<file path="config.mk">
export PLATFORM = sky130hd
export DESIGN_NAME = lfsr_sched
export DESIGN_NICKNAME = d
export VERILOG_FILES = /design/src/rtl/lfsr_sched_pkg.sv /design/src/rtl/lfsr_sched_edge.sv /design/src/rtl/lfsr_sched.sv
export SDC_FILE = /design/constraint.sdc
export NUM_CORES = 1
export LEC_CHECK = 0
export CAP_MARGIN = 20
export CORE_AREA = 2 2 101 79
export CTS_CLUSTER_DIAMETER = 50
export DETAILED_ROUTE_END_ITERATION = 8
export DIE_AREA = 0 0 103 81
export GPL_TIMING_DRIVEN = 0
export PLACE_DENSITY = 0.49
export SLEW_MARGIN = 5
export SYNTH_ARGS = -nofsm -noshare
export SYNTH_HDL_FRONTEND = slang
export SYNTH_SLANG_ARGS = --single-unit
export TNS_END_PERCENT = 100
</file>
<file path="constraint.sdc">
create_clock -name clk_i -period 4.6 [get_ports clk_i]
set_input_delay 0.92 -clock clk_i [delete_from_list [all_inputs] [get_ports clk_i]]
set_output_delay 0.92 -clock clk_i [all_outputs]
set_load 0.05 [all_outputs]
</file>
<file path="src/rtl/lfsr_sched_pkg.sv">
// Shared types and constants for the LED LFSR sequencer.

package lfsr_sched_pkg;

    typedef enum logic [1:0] {
        StLoad,
        StIdle,
        StRun,
        StStep
    } state_e;

    localparam logic [4:0] DefaultSeed = 5'b00001;

endpackage

</file>
<file path="src/rtl/lfsr_sched_edge.sv">
// Rising-edge detector on a conditioned button level.
// The previous-level register resets high so a button held through reset gives no edge.

module lfsr_sched_edge (
    input  logic clk_i,
    input  logic reset_i,
    input  logic btn_i,
    output logic edge_o
);

    logic prev_q;

    always_ff @(posedge clk_i or posedge reset_i) begin
        if (reset_i) begin
            prev_q <= 1'b1;
        end else begin
            prev_q <= btn_i;
        end
    end

    assign edge_o = btn_i & ~prev_q;

endmodule

</file>
<file path="src/rtl/lfsr_sched.sv">
// LFSR sequencer: run/pause, single-step and reseed control with a RUN-mode prescaler.
// Define LFSR_SCHED_LOCKUP_DETECT_EN to reload the seed when the LFSR is seen all-zero.

module lfsr_sched
    import lfsr_sched_pkg::*;
#(
    parameter int unsigned      PRESCALE_W = 22,
    parameter int unsigned      WIDTH      = 5,
    parameter logic [WIDTH-1:0] SEED       = WIDTH'(DefaultSeed),
    parameter int unsigned      STEPS_W    = 8
) (
    input  logic               clk_i,
    input  logic               reset_i,
    input  logic               run_btn_i,
    input  logic               step_btn_i,
    input  logic               seed_btn_i,
    input  logic [WIDTH-1:0]   lfsr_data_i,
    output logic               lfsr_en_o,
    output logic               lfsr_load_o,
    output logic [WIDTH-1:0]   lfsr_seed_o,
    output logic               running_o,
    output logic [STEPS_W-1:0] steps_o,
    output logic               lockup_o
);

    logic run_edge, step_edge, seed_edge;

    lfsr_sched_edge u_run_edge (
        .clk_i   (clk_i),
        .reset_i (reset_i),
        .btn_i   (run_btn_i),
        .edge_o  (run_edge)
    );

    lfsr_sched_edge u_step_edge (
        .clk_i   (clk_i),
        .reset_i (reset_i),
        .btn_i   (step_btn_i),
        .edge_o  (step_edge)
    );

    lfsr_sched_edge u_seed_edge (
        .clk_i   (clk_i),
        .reset_i (reset_i),
        .btn_i   (seed_btn_i),
        .edge_o  (seed_edge)
    );

    state_e                state_q, state_d;
    logic                  resume_q, resume_d;
    logic [PRESCALE_W-1:0] presc_q, presc_d;
    logic                  tick_q, tick_d;
    logic [STEPS_W-1:0]    steps_q, steps_d;
    logic                  lockup_q, lockup_d;
    logic                  lock_hit;
    logic                  en;

`ifdef LFSR_SCHED_LOCKUP_DETECT_EN
    assign lock_hit = (state_q != StLoad) && (lfsr_data_i == '0);
`else
    logic unused_data;
    assign lock_hit    = 1'b0;
    assign unused_data = ^lfsr_data_i;
`endif

    always_comb begin
        state_d  = state_q;
        resume_d = resume_q;
        presc_d  = presc_q;
        tick_d   = 1'b0;

        unique case (state_q)
            StLoad: state_d = resume_q ? StRun : StIdle;
            StIdle: begin
                if (seed_edge) begin
                    state_d  = StLoad;
                    resume_d = 1'b0;
                end else if (run_edge) begin
                    state_d = StRun;
                end else if (step_edge) begin
                    state_d = StStep;
                end
            end
            StRun: begin
                if (seed_edge) begin
                    state_d  = StLoad;
                    resume_d = 1'b1;
                end else if (run_edge) begin
                    state_d = StIdle;
                end
            end
            StStep:  state_d = StIdle;
            default: state_d = StLoad;
        endcase

        if (lock_hit) begin
            state_d  = StLoad;
            resume_d = (state_q == StRun);
        end

        // Prescaler only moves on RUN cycles that stay in RUN, so a pause keeps its phase
        // and an exit edge suppresses the wrap strobe.
        if (state_q == StLoad) begin
            presc_d = '0;
        end else if (state_q == StRun && state_d == StRun) begin
            presc_d = presc_q + 1'b1;
            tick_d  = &presc_q;
        end
    end

    assign en = tick_q | (state_q == StStep);

    always_comb begin
        steps_d  = steps_q;
        lockup_d = lockup_q | lock_hit;
        if (state_q == StLoad) begin
            steps_d = '0;
        end else if (en) begin
            steps_d = steps_q + 1'b1;
        end
    end

    always_ff @(posedge clk_i or posedge reset_i) begin
        if (reset_i) begin
            state_q  <= StLoad;
            resume_q <= 1'b0;
            presc_q  <= '0;
            tick_q   <= 1'b0;
            steps_q  <= '0;
            lockup_q <= 1'b0;
        end else begin
            state_q  <= state_d;
            resume_q <= resume_d;
            presc_q  <= presc_d;
            tick_q   <= tick_d;
            steps_q  <= steps_d;
            lockup_q <= lockup_d;
        end
    end

    assign lfsr_en_o   = en;
    assign lfsr_load_o = (state_q == StLoad);
    assign lfsr_seed_o = SEED;
    assign running_o   = (state_q == StRun);
    assign steps_o     = steps_q;
    assign lockup_o    = lockup_q;

endmodule

</file>
# After elaboration in Yosys (flattened, before gate mapping)
# Index checks and enable logic that the tools add are counted.
word_totals:
  regBits: 37
  word_cells: 46
classes:
  add_sub_neg: 2
  n_eq_ne: 6
  muxes: 16
  bitwise_logic: 7
  reduce_logical: 7
ops:
  columns: ["op", "count"]
  rows:
  - ["$mux 22", 2]
  - ["$add 22x1->22 const B", 1]
  - ["$reduce_and 22->1", 1]
  - ["$mux 8", 2]
  - ["$mux 2", 6]
  - ["$add 8x1->8 const B", 1]
  - ["$pmux 2 s4", 1]
  - ["$eq 2x2->1 const B", 3]
  - ["$reduce_bool 2->1", 3]
  - ["$mux 1", 4]
  - ["$and 1x1->1", 3]
  - ["$not 1->1", 3]
  - ["$reduce_and 3->1", 1]
  - ["$eq 2x1->1 const B", 1]
  - ["$logic_not 2->1", 1]
  - ["$ne 2x1->1 const B", 1]
  - ["$ne 2x2->1 const B", 1]
  - ["$pmux 1 s2", 1]
  - ["$logic_and 1x1->1", 1]
  - ["$or 1x1->1", 1]

# Depth between registers and ports, before layout
# Gate-level depths: netlist (run 1).
logic_depth:
  word_depth: 10
  ltp_mapped: 9
  mapped_depth_nobuf: 7

# By module
# A second synthesis (run 1) with hierarchy kept.
hier_totals:
  cells_unflattened: 226
  area_unflattened_um2: 2148.3
modules_own_cells:
  columns: ["module", "instances", "cells_each", "area_per_inst_um2", "seq_area_each_um2"]
  rows:
  - ["lfsr_sched", 1, 217, 2016.9, 850.8]
  - ["lfsr_sched_edge", 3, 3, 43.8, 26.3]

# Worst setup path after synthesis (run 1)
# Ideal clock, no wire load.
synth_timing:
  path_kind: "in2reg"
  startpoint: "in step_btn_i"
  endpoint: "reg presc_q[21]"
  setup_time_ps: 78
  t_arrival_ps: 2497
  path_slack_ps: 2025
  path_stages: 7
  cell_sequence: "nor2b_1 o2111ai_1 a32oi_2 a211o_1 buf_6 or4b_1 a21oi_1"
synth_between:
  elab_chain_cells: 8
synth_lines:
  columns: ["item", "line", "source"]
  rows:
  - ["start, declared", "lfsr_sched.sv:15", "input logic step_btn_i,"]
  - ["$and 1x1->1", "lfsr_sched_edge.sv:21", "assign edge_o = btn_i & ~prev_q;"]
  - ["$mux 2", "lfsr_sched.sv:80", "end else if (step_edge) begin"]
  - ["$mux 2", "lfsr_sched.sv:78", "end else if (run_edge) begin"]
  - ["$mux 2", "lfsr_sched.sv:75", "if (seed_edge) begin"]
  - ["$pmux 2 s4", "lfsr_sched.sv:72", "unique case (state_q)"]
  - ["via state_d[0]", "lfsr_sched.sv:49", "state_e state_q, state_d;"]
  - ["$eq 2x2->1", "lfsr_sched.sv:105", "end else if (state_q == StRun && state_d == StRun) begin"]
  - ["$logic_and 1x1->1", "lfsr_sched.sv:105", null]
  - ["$reduce_bool 2->1 (no line)", null, null]
  - ["end signal, assigned", "lfsr_sched.sv:134", "presc_q <= presc_d;"]
  - ["end, declared", "lfsr_sched.sv:51", "logic [PRESCALE_W-1:0] presc_q, presc_d;"]
# The timed path passes the listed nets, and every way through them passes these cells.
# A chain may end at the register's enable or synchronous reset.

# Worst setup path after layout (run 1)
layout_timing:
  startpoint: "reg state_q[0]"
  endpoint: "out lfsr_en_o"
layout_between:
  elab_chain_cells: 2
layout_lines:
  columns: ["item", "line", "source"]
  rows:
  - ["start, declared", "lfsr_sched.sv:49", null]
  - ["start signal, assigned", "lfsr_sched.sv:125", "state_q <= StLoad;"]
  - ["start signal, assigned", "lfsr_sched.sv:132", "state_q <= state_d;"]
  - ["$eq 2x2->1", "lfsr_sched.sv:111", "assign en = tick_q | (state_q == StStep);"]
  - ["$or 1x1->1", "lfsr_sched.sv:111", null]
  - ["end, declared", "lfsr_sched.sv:18", "output logic lfsr_en_o,"]
# Every way passes these cells.

==> results.md, run 1 <==
- Ant diodes: 0
- DR iter-0 viols: between 100 and 150
- Worst slew margin: 0.4640
- Post-Synth Adder-Cell Area: 0.03734
- Post_cts resized: 0
- Mean routed wirelength per cell: around 13 um
- Final worst-path cycle share: 0.6759
- Post-synthesis sequential area ratio: 0.4624
- RePlAce Congestion: slightly above 0.7
- Post-synth EDFFs: 0
- Drt pass-1 iters: 4
- Max Cap Viol: 0
- XOR/XNOR Fraction of Synth Area: 0.03049
- Setup-failing EPs final: 0
- Cell taking the most area after synthesis: dfrtp_1
- Port bufs: 15
- Clk buf depth: 2
- Slew Limit Fails: 0
- CTS clk-pin slew, worst paths: around 0.08 ns
- Leakage: approximately 0.96 nW
- DRT met1 WL: 2329 um
- PD cells: just under 400 mW/mm^2
- Max VDD drop: 119.5 uV
- Crit path max fanout: 7
- Cells after DPL: ~340
- Critical Path AT: 2.19 ns
- Async SR Flop Fraction: 1.000
- H-tree depth: 2
- Grt total ovfl: 0
- Ranking of synthesized cells by area: dfrtp_1 42%, a21oi_1 5.2%, or3_1 4.0%
- Mux cell area share after synthesis: 0.01058
- Cell Area, Synth: slightly above 0.002 mm^2
- Vias in the first global route: 1,510
- Post-synthesis compound-gate area fraction: 0.1655
- Critical path startpoint category: flip-flop
- CTS tree: done
- Max layer used: met4
- Status: finished, final reports clean
- Area of the multi-input gates: slightly below 0.001 mm^2
- Wire length on met2: 1810 um
- Register area: ~930 um^2
- Layout area overhead: 20.72%
- Tightest Pin Transition: around 0.80 ns
- Dpl cell area: 0.002307 mm^2
- Largest family of logic cells by synthesized area: simple AND/OR/NAND/NOR gates
- DRC: 0
- Final Hold Viols: 0
- HP Class: reg -> reg
- Gate Count Post-Synth: 213
- Worst Clk Skew: 0.005587 ns
- Die Y: slightly above 80 um
- Total setup buffers inserted after CTS: 0
- Design Area, Final: about 0.0024 mm^2
- Vias per cell: 4.759
- Shortest period the worst path allows: 3.109 ns
- TNS Setup: 0 ns
- Peak Freq: 321.6 MHz
- Fill count: 813
- FP Rows: 28
- Netlist cell types: 46
- Die Wd: 103 um
- Gr usage total: 0.1174
- Routed Antenna Nets: 0
- Sink Count: 37
- Synth Register Bits: 37
- Most common cell after layout, fill and taps aside: dfrtp_1
- Hold-fix buffers, CTS: 0
- Non-filler cells, final: 345
- Largest net degree at the start of global routing: 38
- WHS: 0.5413 ns
- Worst path required time: 3.68 ns
- Synth Area in Simple Gates: 0.2302
- Syn. warnings: 0
- Nets: roughly 260
- DP Wirelength: around 3100 um
- Post-Route WL: 4376 um
- Layout cells sized above 1: 0.1083
- Top FF cell, synth: dfrtp_1
- Worst-Skew Late Latency: 0.29 ns
- Routed wl met3: 190 um
- Syn avg cell area: 9.440 um^2
- Crit Path Category: reg -> out
- Die ar.: 0.008343 mm^2
- CTS root buffer: clkbuf_8
- Total core area: 0.007497 mm^2
- Initial core utilization: 0.2682
- TritonCTS buffer count: 5
- Via Count: 1,642
- First-pass GRT wire length: between 7000 and 8000 um
- Yosys top cell area share: 0.4231
- Most frequent cells in the layout: 34 x dfrtp_1, 21 x a21oi_1, 15 x clkdlybuf4s50_1
- Unrepaired setup endpoints after global routing: false
- CP Capture Type: output port
- Initial antenna violation count: 0
- I/O Pins: 27
- Power Total: 0.9531 mW
==> cell families (layout without fill, tap and decap cells) <==
family                     Yosys count  count (layout)
other                                2               6
buffers and inverters               24              47
AOI/OAI and AO/OA                   53              53
and+or+nand+nor                     82              82
xor gates and xnor gates             7               7
muxes                                2               2
DFF                                 37              37
adders and majority gates            6               6
==> power by group <==
group / switching [mW] / internal, mW
clock network: 0.125 / 0.176
logic: 0.201 / 0.0856
registers: 0.0218 / 0.343
==> final timing paths <==
kind / from / to / slack [ns] / cells past startpoint
max: state_q[0] / lfsr_en_o / 1.49 / 4
max in group asynchronous: reset_i / presc_q[5] / 3.00 / 2
min reg2reg: presc_q[21] / presc_q[21] / 0.54 / 2
min: presc_q[21] / presc_q[21] / 0.54 / 2
max reg2reg: state_q[0] / presc_q[3] / 1.99 / 9
min in group asynchronous: reset_i / steps_o[4] / 1.10 / 2
==> sequential cells by signal, summed over array words and instances (netlist names) <==
signal,count
tick_q,1
u_seed_edge.prev_q,1
presc_q,22
u_run_edge.prev_q,1
state_q,2
steps_o,8
u_step_edge.prev_q,1
resume_q,1
==> stage by stage <==
step                  util  worst slack [ns]
floorplan                -             2.025
global placement    0.3077             1.326
detailed placement  0.3077             1.271
CTS                 0.3238             1.468
global route        0.3238             1.380
finish              0.3238             1.491
==> worst max-delay path, stage by stage, from the launching register on <==
cell and delay [ns]:
dfrtp_1 0.45, ha_1 0.24, or2_2 0.29, clkbuf_1 0.19, clkdlybuf4s50_1 0.74
==> synthesized netlist by cell type (2+ instances only) <==
cell and count:
or3_1 13, o31ai_1 4, or4_1 3, o21ai_0 14, xor2_1 4, nand4_1 11, conb_1 2, nand3_1 10
buf_4 6, dfrtp_1 34, a31oi_1 2, dfstp_2 3, xnor2_1 3, o211ai_1 2, nor2b_1 3, a21oi_1 21
and4_1 2, nand2_1 13, and3_1 6, inv_1 8, nor2_1 12, clkbuf_1 8, ha_1 6
==> cell type report <==
type / count / area share
repair buffers: 15 / 0.06186
clock inverters: 2 / 0.01546
well taps: 105 / 0.05412
multi-input cells: 156 / 0.4021
inverters: 8 / 0.01237
flip-flops and latches: 37 / 0.3830
clock buffers: 6 / 0.03402
plain buffers: 16 / 0.03711
==> routing by layer <==
| metal | GRT usage | vias up |
|---|---|---|
| met4 | 0.03947 | 0 |
| met5 | 0 | - |
| met3 | 0.03098 | 4 |
| li1 | - | 820 |
| met2 | 0.1643 | 27 |
| met1 | 0.1737 | 791 |
Note: power is estimated with default switching activity, not from simulation.
==> run 2: changes to the inputs <==
clock period = 3.2 ns   (was 4.6 ns; I/O delays follow)
==> results of run 2 <==
Same layout as run 1 (identical final DEF). Status: finished, final reports clean.
Among the figures that moved: setup slack after placement 1.271 ns -> 0.1508 ns; setup slack after layout 1.491 ns -> 0.3708 ns; register-to-register setup slack 1.99 ns -> 0.59 ns; total power 0.9531 mW -> 1.370 mW; worst IR drop on VDD 119.5 uV -> 171.8 uV
